===== src/rtl/led_scan_driver_pkg.sv =====
// Shared constants for the seven-segment scan driver:
// glyph patterns (active-low, a..g), special codes, FSM states.
package led_scan_driver_pkg;

    typedef enum logic {
        ST_SHOW = 1'b0,
        ST_GAP  = 1'b1
    } state_t;

    localparam logic [3:0] CODE_DASH  = 4'hA;
    localparam logic [3:0] CODE_F     = 4'hB;
    localparam logic [3:0] CODE_BLANK = 4'hC;

    localparam logic [6:0] SEG_0     = 7'b0000001;
    localparam logic [6:0] SEG_1     = 7'b1001111;
    localparam logic [6:0] SEG_2     = 7'b0010010;
    localparam logic [6:0] SEG_3     = 7'b0000110;
    localparam logic [6:0] SEG_4     = 7'b1001100;
    localparam logic [6:0] SEG_5     = 7'b0100100;
    localparam logic [6:0] SEG_6     = 7'b0100000;
    localparam logic [6:0] SEG_7     = 7'b0001111;
    localparam logic [6:0] SEG_8     = 7'b0000000;
    localparam logic [6:0] SEG_9     = 7'b0000100;
    localparam logic [6:0] SEG_DASH  = 7'b1111110;
    localparam logic [6:0] SEG_F     = 7'b0111000;
    localparam logic [6:0] SEG_BLANK = 7'b1111111;

endpackage


===== src/rtl/led_scan_driver_seg7_decode.sv =====
// seg7_decode: 4-bit character code to active-low segments.
// Ports: i_code (code in), o_seg (segments, bit6=a .. bit0=g).
module seg7_decode
    import led_scan_driver_pkg::*;
(
    input  logic [3:0] i_code,
    output logic [6:0] o_seg
);

    always_comb begin
        o_seg = SEG_BLANK;
        case (i_code)
            4'h0:      o_seg = SEG_0;
            4'h1:      o_seg = SEG_1;
            4'h2:      o_seg = SEG_2;
            4'h3:      o_seg = SEG_3;
            4'h4:      o_seg = SEG_4;
            4'h5:      o_seg = SEG_5;
            4'h6:      o_seg = SEG_6;
            4'h7:      o_seg = SEG_7;
            4'h8:      o_seg = SEG_8;
            4'h9:      o_seg = SEG_9;
            CODE_DASH: o_seg = SEG_DASH;
            CODE_F:    o_seg = SEG_F;
            default:   o_seg = SEG_BLANK;
        endcase
    end

endmodule


===== src/rtl/led_scan_driver.sv =====
// Multiplexed seven-segment scan driver with frame-aligned update.
// Ports: clk, reset (sync, high), char_in/load (staging), busy,
// frame_start (frame pulse), an (digit enables), LED (segments).
module led_scan_driver
    import led_scan_driver_pkg::*;
#(
    parameter int NUM_DIGITS       = 4,
    parameter int REFRESH_DIV      = 50000,
    parameter int GAP_CYCLES       = 16,
    parameter bit ANODE_ACTIVE_LOW = 1'b1
) (
    input  logic                    clk,
    input  logic                    reset,
    input  logic [4*NUM_DIGITS-1:0] char_in,
    input  logic                    load,
    output logic                    busy,
    output logic                    frame_start,
    output logic [NUM_DIGITS-1:0]   an,
    output logic [6:0]              LED
);

    localparam int CNT_MAX = (REFRESH_DIV > GAP_CYCLES) ? REFRESH_DIV : GAP_CYCLES;
    localparam int CW      = $clog2(CNT_MAX);
    localparam int IW      = (NUM_DIGITS > 1) ? $clog2(NUM_DIGITS) : 1;

    localparam logic [CW-1:0] SHOW_LAST = CW'(REFRESH_DIV - 1);
    localparam logic [CW-1:0] GAP_LAST  = (GAP_CYCLES == 0) ? '0 : CW'(GAP_CYCLES - 1);
    localparam logic [IW-1:0] IDX_LAST  = IW'(NUM_DIGITS - 1);

    localparam logic [NUM_DIGITS-1:0]   AN_OFF    = ANODE_ACTIVE_LOW ? '1 : '0;
    localparam logic [4*NUM_DIGITS-1:0] ALL_BLANK = {NUM_DIGITS{CODE_BLANK}};

    state_t                  r_state, w_state_nxt;
    logic [CW-1:0]           r_cnt, w_cnt_nxt;
    logic [IW-1:0]           r_idx, w_idx_nxt;
    logic [4*NUM_DIGITS-1:0] r_stage, r_disp;
    logic                    r_pend;
    logic                    r_frame;
    logic [NUM_DIGITS-1:0]   r_an, w_an_nxt;
    logic [6:0]              r_led, w_led_nxt;

    logic                    w_show_end, w_gap_end, w_slot_end, w_wrap;
    logic [3:0]              w_code;
    logic [6:0]              w_seg;
    logic [NUM_DIGITS-1:0]   w_sel;

    // State register
    always_ff @(posedge clk) begin
        if (reset) begin
            r_state <= ST_SHOW;
            r_cnt   <= '0;
            r_idx   <= '0;
        end else begin
            r_state <= w_state_nxt;
            r_cnt   <= w_cnt_nxt;
            r_idx   <= w_idx_nxt;
        end
    end

    // Next-state logic
    always_comb begin
        w_show_end  = (r_state == ST_SHOW) && (r_cnt == SHOW_LAST);
        w_gap_end   = (r_state == ST_GAP) && (r_cnt == GAP_LAST);
        // Without a gap the slot ends as soon as the lit phase ends.
        w_slot_end  = (GAP_CYCLES == 0) ? w_show_end : w_gap_end;
        w_wrap      = w_slot_end && (r_idx == IDX_LAST);
        w_state_nxt = r_state;
        w_cnt_nxt   = r_cnt + 1'b1;
        w_idx_nxt   = r_idx;
        if (w_show_end || w_gap_end)
            w_cnt_nxt = '0;
        if (w_show_end && GAP_CYCLES != 0)
            w_state_nxt = ST_GAP;
        if (w_gap_end)
            w_state_nxt = ST_SHOW;
        if (w_slot_end)
            w_idx_nxt = w_wrap ? '0 : r_idx + 1'b1;
    end

    assign w_code = r_disp[{r_idx, 2'b00} +: 4];

    seg7_decode u_dec (
        .i_code (w_code),
        .o_seg  (w_seg)
    );

    // Output logic
    always_comb begin
        w_sel     = '0;
        w_led_nxt = SEG_BLANK;
        if (r_state == ST_SHOW) begin
            w_sel     = NUM_DIGITS'(1) << r_idx;
            w_led_nxt = w_seg;
        end
        w_an_nxt = ANODE_ACTIVE_LOW ? ~w_sel : w_sel;
    end

    // Staging and display data; display only changes at the wrap,
    // and a coincident load is staged behind the value being committed.
    always_ff @(posedge clk) begin
        if (reset) begin
            r_stage <= ALL_BLANK;
            r_disp  <= ALL_BLANK;
            r_pend  <= 1'b0;
        end else begin
            if (w_wrap)
                r_disp <= r_stage;
            if (load)
                r_stage <= char_in;
            if (load)
                r_pend <= 1'b1;
            else if (w_wrap)
                r_pend <= 1'b0;
        end
    end

    always_ff @(posedge clk) begin
        if (reset) begin
            r_an    <= AN_OFF;
            r_led   <= SEG_BLANK;
            r_frame <= 1'b0;
        end else begin
            r_an    <= w_an_nxt;
            r_led   <= w_led_nxt;
            r_frame <= w_wrap;
        end
    end

    assign an          = r_an;
    assign LED         = r_led;
    assign frame_start = r_frame;
    assign busy        = r_pend;

endmodule


===== config.mk =====
export PLATFORM = sky130hd
export DESIGN_NAME = led_scan_driver
export DESIGN_NICKNAME = d
export VERILOG_FILES = /design/src/rtl/led_scan_driver_pkg.sv /design/src/rtl/led_scan_driver_seg7_decode.sv /design/src/rtl/led_scan_driver.sv
export SDC_FILE = /design/constraint.sdc
export NUM_CORES = 1
export LEC_CHECK = 0
export CAP_MARGIN = 25
export CORE_MARGIN = 1.5
export CORE_UTILIZATION = 56
export CTS_CLUSTER_DIAMETER = 150
export DETAILED_ROUTE_END_ITERATION = 7
export DONT_BUFFER_PORTS = 1
export PLACE_DENSITY = 0.83
export SYNTH_ARGS = -nofsm -noshare
export SYNTH_HDL_FRONTEND = slang
export SYNTH_SLANG_ARGS = --single-unit

===== constraint.sdc =====
create_clock -name clk -period 2 [get_ports clk]
set_input_delay 0.1 -clock clk [delete_from_list [all_inputs] [get_ports clk]]
set_output_delay 0.1 -clock clk [all_outputs]
set_load 0.01 [all_outputs]

======== Yosys cells after proc, flatten, opt, wreduce, memory -nomap -nowiden ========
Memories as Yosys holds them, arrays and structs flattened. A register that Yosys moved wholly into a read port is not among the register bits.
Index checks and enable logic that the tools add are counted.
storage, ports and cells
  logic and storage cells ................. 30
  flip-flop bits (word level) ............. 57
  bits in read-only memories .............. 112
  memories ................................ 1
  output and inout port bits .............. 13
  input port bits ......................... 19
operators by class
  equal/unequal tests ..................... 3
  shift operators ......................... 2
  reductions and logical operators ........ 8
  add/subtract/negate cells ............... 2
  bitwise gates (word level) .............. 2
  mux-type cells .......................... 4
memories
  memory            depth  width  rd ports  clocked after memory_dff  write ports  line                               source
  (name not given)  16     7      1         1                         0            led_scan_driver_seg7_decode.sv:12  case (i_code)
operator list
  operator                                          number
  adder 16 x 1 -> 16 bit (second input constant)    1
  == test 16 bit (second input constant)            1
  == test 16 x 4 -> 1 bit (second input constant)   1
  variable part select 16 x 5 -> 4 bit              1
  OR reduction 2 bit                                3
  two-way mux 4 bit                                 1
  NOT 4 bit                                         1
  left shift 1 x 2 -> 4 bit (first input constant)  1
  logical AND 1 bit                                 3
  adder 2 x 1 -> 2 bit (second input constant)      1
  == test 2 bit (second input constant)             1
  two-way mux 1 bit                                 2
  two-way mux 2 bit                                 1
  nonzero test 2 bit                                1
  logical OR 1 bit                                  1
  NOT 1 bit                                         1

======== Logic depth before layout (Yosys ltp) ========
Gate-level depths: netlist of run 1.
  depth in word-level cells ............... 5
  mapped depth ............................ 8
  gate-level depth less buffers ........... 6

======== By module ========
A second synthesis of run 1 with hierarchy kept.
second synthesis, totals
  cell total of the unflattened synthesis .. 300
  area total of the unflattened synthesis .. 2,791.4 um^2
modules (own cells, without submodules)
  module           seq. area each (um^2)  cells each  times used  area each (um^2)
  led_scan_driver  1,281.2                268         1           2,570.0
  seg7_decode      0.0                    32          1           221.5

======== Worst setup path before layout of run 1 ========
No wires, ideal clock.
  kind .................................... register to register
  from .................................... register r_idx[0]
  to ...................................... register r_led[2] (netlist: LED[2])
  data arrival time ....................... 1,963 ps
  library setup time ...................... 120 ps
  clock period less this slack ............ 2,084 ps
  stages on the path, launching flop included .. 8
  buffers on the path ..................... 1
  setup slack ............................. -84 ps
  required time ........................... 1,880 ps
  cell sequence ........................... dfxtp_1 -> buf_2 -> mux4_2 -> inv_1 -> ha_1 -> a21oi_1 -> o21ai_0 -> a211o_2
on the way
  word-level cells in the longest chain between the ends .. 1
RTL lines
  what                                  line                   source
  from (decl)                           led_scan_driver.sv:35  logic [IW-1:0] r_idx, w_idx_nxt;
  from (signal assigned)                led_scan_driver.sv:56  r_idx <= w_idx_nxt;
  variable part select 16 x 5 -> 4 bit  led_scan_driver.sv:80  assign w_code = r_disp[{r_idx, 2'b00} +: 4];
  to (decl)                             led_scan_driver.sv:40  logic [6:0] r_led, w_led_nxt;
Every way passes these cells.
A chain may end at the register's enable or synchronous reset.

======== Final worst setup path of run 1 ========
Ends and elaborated chain as after synthesis.

==> metrics.csv, run 1 <==
metric,value,unit
outcome,"finished, final reports clean",
synthesized area per cell,9.82,um^2
"slowest stage cell, crit path",mux4_2,
Avg WL per Cell,15.5,um
clk sinks,64,
"FF+latch count, synth",64,
Final Cycle Share,96.1,%
final setup violation count,0,
fmax,521,MHz
PD cells,799,mW/mm^2
"Hold Vio Cnt, Final",0,
antenna-violating nets left,0,
Leak,0.00126,uW
layout cells sized above 1,16.9,%
Sw Share,22.5,%
Layout area overhead,19.0,%
Finished Core Util,70.0,%
Initial Utilization,58.8,%
Worst-Skew Late Latency,350,ps
vias per cell,5.73,
setup TNS,0,ps
clock skew,4.46,ps
RSZ-0062 raised after global routing,false,
Seq pwr share,49.6,%
Total Wirelength,5.90,mm
Worst R2R Setup Slack,80,ps
I/O pins,32,
Final nets,338,
Int Pwr,2060,uW
total CTS buffers,9,
vias in the first global route,2132,
H-tree depth,3,
gr usage total,24.8,%
Final Wtd Congestion,0.789,
synthesis warning total,0,
Post-synth EDFFs,0,
final slew viol count,0,
crit path time final,1920,ps
initial DRC count,145,
combinational share of power,4.1,%
cell area after layout,0.00333,mm^2
Yosys cell types,42,
"Reg clk slew, reported paths",70,ps
final-layout fill cell count,356,
VDD IR max,0.677,mV
CP startpoint kind,flop,
CTS tree,yes,
CTS root buffer,clkbuf_8,
row cnt,25,
Worst Max-Slew Pin Slew,981,ps
DP Wirelength,3.48,mm
initial antenna violation count,0,
critical path required time,2230,ps
placed instance area,0.00288,mm^2
via count,2178,
first-pass GRT wire length,9.98,mm
part of the power in the clock network,46.3,%
Mapped Cells,285,
Die ar.,0.00543,mm^2
top_reg_cell synth,dfxtp_1,
largest net degree at the start of global routing,58,
crit-path cells,"mux4_2, inv_2, ha_4, a21oi_2, o21ai_0, a211o_2",
Core ar.,0.00475,mm^2
Max-slew headroom,34.4,%
sequential share of the synthesized area,45.8,%
critical path class,reg -> reg,
input/output buffers,0,
crit path capture type,flop,
Longest Clk Path Bufs,2,
CP arrival,2160,ps
"commonest non-fill, non-tap cell in the layout",dfxtp_1,
max cap viols,0,
slowest cell delay on critical path,550,ps
Residual DRC,0,
total grt overflow,0,
hold crit path type,in -> reg,
Worst Path Max Fanout,3,
synthesized cell area,0.00280,mm^2
Die Wd,73.7,um
Die Y-Extent,73.7,um
ys async rst share,0,%
net count after synthesis,315,
most frequent cells in the layout,"63 x dfxtp_1, 18 x nor3_1, 18 x dlygate4sd3_1",
ant diodes,0,
Pre-Repair DR Iteration Count,4,
sw power,598,uW
-- cell usage after synthesis, types with 2 or more instances --
library cell,count,area share (%)
a211o_1,16,5.0
a211oi_1,3,0.80
a21oi_1,15,2.7
and2_1,2,0.45
and3_1,3,0.67
and3_2,7,1.9
and4_1,3,0.94
buf_2,4,0.72
buf_6,2,0.80
clkbuf_1,11,1.5
dfxtp_1,64,46
ha_1,11,4.9
inv_1,7,0.94
mux2i_1,9,3.2
mux4_2,4,3.2
nand2_1,10,1.3
nand3_1,16,2.9
nand4_1,5,1.1
nor2_1,16,2.1
nor2b_1,9,2.0
nor3_1,18,3.2
o21ai_0,18,3.2
or3_1,2,0.45
or4_1,2,0.54
xnor2_1,2,0.63
xor2_1,10,3.1
-- sequential cells by signal, summed over array words and instances (netlist names) --
name	flops
frame_start	1
busy	1
r_idx	2
LED	7
r_state	1
r_disp	16
r_stage	16
r_cnt	16
an	4
-- repair_timing --
action | CTS | global route
hold buffers | 19 | 0
setup endpoints to repair | 0 | 8
endpoints found under the hold margin | 64 | 0
gates resized for setup | 0 | 6
setup buffers | 0 | 1
-- power groups by stage --
stage | logic, uW | registers [uW] | clock network, uW
after floorplan | 62.4 | 1340 | 0
after global placement | 44.6 | 1350 | 0
after detailed placement | 47.1 | 1350 | 0
after CTS | 104 | 1320 | 1250
after global routing | 118 | 1320 | 1300
final | 109 | 1320 | 1230
-- routing by layer --
layer	vias to the layer above	routed length (um)	GRT usage, %
met3	18	315	7.96
met4	0	166	11.1
met5	-	0	0
met1	1023	2590	29.8
li1	1069	-	-
met2	68	2840	40.4
-- cells by family after synthesis --
| family | Yosys count | share of synthesized area (%) |
|---|---|---|
| AOI/OAI and AO/OA | 58 | 13.8 |
| xor gates and xnor gates | 12 | 3.76 |
| adders and majority gates | 11 | 4.92 |
| buffers and inverters | 27 | 4.74 |
| DFF | 64 | 45.8 |
| muxes | 13 | 6.44 |
| and+or+nand+nor | 100 | 20.6 |
-- final timing paths --
path / from / endpoint / depth (start not counted)
setup / recovery: r_idx[0]$_SDFFE_PP0P_ / LED[2]$_SDFF_PP1_ / 6
hold reg to reg: r_disp[14]$_SDFFE_PP1P_ / r_disp[14]$_SDFFE_PP1P_ / 1
hold / removal: reset / r_stage[12]$_SDFFE_PP0P_ / 2
setup reg to reg: r_idx[0]$_SDFFE_PP0P_ / LED[2]$_SDFF_PP1_ / 6
-- cell type report --
cell class / instances / area, um^2 / share of cell area [%]
flip-flops and latches: 64 / 1280 / 38.5
multi-input cells: 194 / 1410 / 42.2
clock buffers: 9 / 124 / 3.72
clock inverters: 7 / 96.3 / 2.89
well taps: 67 / 83.8 / 2.52
repair buffers: 32 / 310 / 9.32
inverters: 7 / 26.3 / 0.789
-- worst max-delay path: cells and delay by family (launching register included) --
family,cells,cell delay [ps]
muxes,1,550
AOI/OAI and AO/OA,3,550
DFF,1,360
adders and majority gates,1,220
buffers and inverters,1,120
-- through the flow --
| stage | std cells | hold WS, ps | power, uW | setup slack [ps] |
|---|---|---|---|---|
| 3_3_place_gp | 344 | 178 | 1390 | 106 |
| 5_1_grt | 380 | 72.2 | 2740 | 0.859 |
| 4_1_cts | 379 | 59.8 | 2670 | 2.95 |
| 3_5_place_dp | 344 | 179 | 1390 | 26.5 |
| 2_1_floorplan | 285 | 222 | 1410 | 27.0 |
| 6_report | 380 | 80.0 | 2660 | 78.9 |
No activity file was read; power rests on OpenSTA's default activity.
==> run 2, diff against run 1 <==
Settings changed: ABC_AREA set to 1, CTS_CLUSTER_SIZE set to 25.
==> metrics.csv, run 2 <==
metric,value,unit,change
outcome,"finished, final reports clean",,unchanged
Final Cycle Share,84.0,%,was 96.1%
fmax,595,MHz,was 521 MHz
Hold WS,160,ps,was 80.0 ps
Pre-Repair DR Iteration Count,5,,was 4
Mapped Cells,387,,was 285
final slew viol count,0,,unchanged
Total Wirelength,5.81,mm,was 5.90 mm
top_reg_cell synth,dfxtp_1,,unchanged
critical path class,reg -> reg,,unchanged
CP arrival,1900,ps,was 2160 ps
Leak,0.00145,uW,was 0.00126 uW
clk sinks,64,,unchanged
Worst Path Max Fanout,12,,was 3
initial DRC count,189,,was 145
Final nets,439,,was 338
crit path time final,1680,ps,was 1920 ps
Die Y-Extent,74.0,um,was 73.7 um
synthesized cell area,0.00282,mm^2,was 0.00280 mm^2
Die ar.,0.00547,mm^2,was 0.00543 mm^2
RSZ-0062 raised after global routing,false,,unchanged
ant diodes,0,,unchanged
total grt overflow,0,,unchanged
I/O pins,32,,unchanged
hold crit path type,in -> reg,,unchanged
final setup violation count,0,,unchanged
max cap viols,0,,unchanged
net count after synthesis,417,,was 315
via count,2480,,was 2178
"Reg clk slew, reported paths",70,ps,about the same
Die Wd,74.0,um,was 73.7 um
Initial Utilization,59.0,%,was 58.8%
list of most frequent post-synthesis cells,"101 x nand2_1, 76 x nor2_1, 64 x dfxtp_1, 40 x nand3_1, 33 x inv_1",,"was 64 x dfxtp_1, 18 x nor3_1, 18 x o21ai_0"
Layout area overhead,16.9,%,was 19.0%
"FF+latch count, synth",64,,unchanged
Longest Clk Path Bufs,2,,unchanged
crit-path cells,"inv_2, nand2_1, nand3_1, nand2_1, inv_1, ha_1, o21ai_0, nand3_1",,"was mux4_2, inv_2, ha_4, a21oi_2, o21ai_0, a211o_2"
"slowest stage cell, crit path",dfxtp_2,,was mux4_2
CP startpoint kind,flop,,unchanged
total CTS buffers,9,,unchanged
input/output buffers,0,,unchanged
DP Wirelength,3.66,mm,was 3.48 mm
Residual DRC,0,,unchanged
slowest cell delay on critical path,450,ps,was 550 ps
gr usage total,23.7,%,was 24.8%
crit path capture type,flop,,unchanged
ys async rst share,0,%,unchanged
Register Area,0.00128,mm^2,unchanged
initial antenna violation count,0,,unchanged
Worst Path Buf+Inv,2,,was 1
top-count cell post-synth,nand2_1,,was dfxtp_1
synthesis warning total,0,,unchanged
multi-input logic area,0.00134,mm^2,was 0.00141 mm^2
first-pass GRT wire length,9.89,mm,was 9.98 mm
vias per cell,5.16,,was 5.73
Final Wtd Congestion,0.867,,was 0.789
final-layout fill cell count,376,,was 356
Max-slew headroom,67.0,%,was 34.4%
cell family contributing the most delay on the critical path,flip-flops,,was multiplexers
Post-synth EDFFs,0,,unchanged
synthesized area per cell,7.29,um^2,was 9.82 um^2
H-tree depth,3,,unchanged
antenna-violating nets left,0,,unchanged
Worst-Skew Late Latency,350,ps,about the same
Largest regs,"r_cnt x16, r_disp x16, r_stage x16",,unchanged
Core ar.,0.00479,mm^2,was 0.00475 mm^2
"Hold Vio Cnt, Final",0,,unchanged
Synth area leader,dfxtp_1,,unchanged
VDD IR max,0.756,mV,was 0.677 mV
layout cells sized above 1,7.00,%,was 16.9%
clock skew,5.64,ps,was 4.46 ps
critical path required time,2220,ps,was 2230 ps
setup TNS,0,ps,unchanged
row cnt,25,,unchanged
"commonest non-fill, non-tap cell in the layout",nand2_1,,was dfxtp_1
Worst Max-Slew Pin Slew,494,ps,was 981 ps
ranking of synthesized cells by area,"dfxtp_1 45%, nand2_1 13%, nor2_1 10%",,"was dfxtp_1 46%, a211o_1 5.0%, ha_1 4.9%"
vias in the first global route,2306,,was 2132
CTS root buffer,clkbuf_8,,unchanged
sequential share of the synthesized area,45.4,%,was 45.8%
most frequent cells in the layout,"101 x nand2_1, 76 x nor2_1, 63 x dfxtp_1, 40 x nand3_1, 33 x inv_1",,"was 63 x dfxtp_1, 18 x nor3_1, 18 x dlygate4sd3_1"
CTS tree,yes,,unchanged
Yosys cell types,24,,was 42
PD cells,844,mW/mm^2,was 799 mW/mm^2
Synth top area share,45.4,%,was 45.8%
Avg WL per Cell,12.1,um,was 15.5 um
largest net degree at the start of global routing,35,,was 58
run 2: cell types whose count changed after synthesis, moves of 11 or more:
| cell | before | now |
|---|---|---|
| nand3_1 | 16 | 40 |
| a21oi_1 | 15 | 4 |
| nor3_1 | 18 | 3 |
| a211o_1 | 16 | 0 |
| nand2_1 | 10 | 101 |
| nor2_1 | 16 | 76 |
| inv_1 | 7 | 33 |
run 2: final cells by class:
class                   instances  share of cell area (%)
clock inverters                 7                    3.60
flip-flops and latches         64                    38.9
multi-input cells             276                    40.7
well taps                      67                    2.54
repair buffers                 22                    6.37
clock buffers                   9                    3.76
inverters                      36                    4.10
run 2: cells by family after synthesis:
kind of cell	count (synthesis)	synth area share, %
AOI/OAI and AO/OA	16	2.84
adders and majority gates	11	4.88
xor gates and xnor gates	11	3.41
and+or+nand+nor	238	36.5
DFF	64	45.4
buffers and inverters	47	6.96
run 2: through the flow:
step	total power, uW	util (%)	setup slack (ps)	instance area (um^2)	instances
floorplan	1400	-	499	2820	387
global placement	1410	60.1	333	2870	447
detailed placement	1420	60.1	185	2870	447
finish	2780	68.9	319	3300	481
CTS	2790	68.9	173	3300	481
global route	2860	68.9	134	3300	481
run 2: worst min-delay path, cell delays in order:
cell	delay, ps
clkinv_1	240
nand2_1	80
nand3_1	50
run 2: routing by layer:
layer | share of wire (%) | vias up | wire (um) | track usage [%]
met5 | 0 | - | 0 | 0
met4 | 2.0 | 0 | 115 | 9.26
met3 | 5.5 | 14 | 320 | 8.67
met2 | 45 | 78 | 2640 | 38.1
met1 | 47 | 1122 | 2730 | 29.0
li1 | - | 1266 | - | -
run 2: where the power goes:
| part | total (uW) | switching (uW) | internal, uW | leakage, uW |
|---|---|---|---|---|
| combinational | 101 | 54.7 | 46.4 | 0.000816 |
| clock | 1360 | 531 | 829 | 0.000116 |
| sequential | 1320 | 17.7 | 1300 | 0.000522 |
| total | 2780 | 603 | 2180 | 0.00145 |
run 2: final timing paths:
path                                                 to                  start  slack, ps  cells after the start
worst max-delay path                  LED[1]$_SDFF_PP1_  r_idx[0]$_SDFFE_PP0P_        320                      8
worst min-delay path            r_stage[7]$_SDFFE_PP1P_                   load        160                      3
worst max register to register        LED[1]$_SDFF_PP1_  r_idx[0]$_SDFFE_PP0P_        320                      8
worst min register to register      r_cnt[0]$_SDFF_PP0_    r_cnt[0]$_SDFF_PP0_        450                      1
run 2: what timing repair did:
action	CTS	global route
buffers inserted	0	0
hold endpoints to repair	23	0
gates resized for setup	0	1
hold buffers	18	0
setup endpoints to repair	0	2
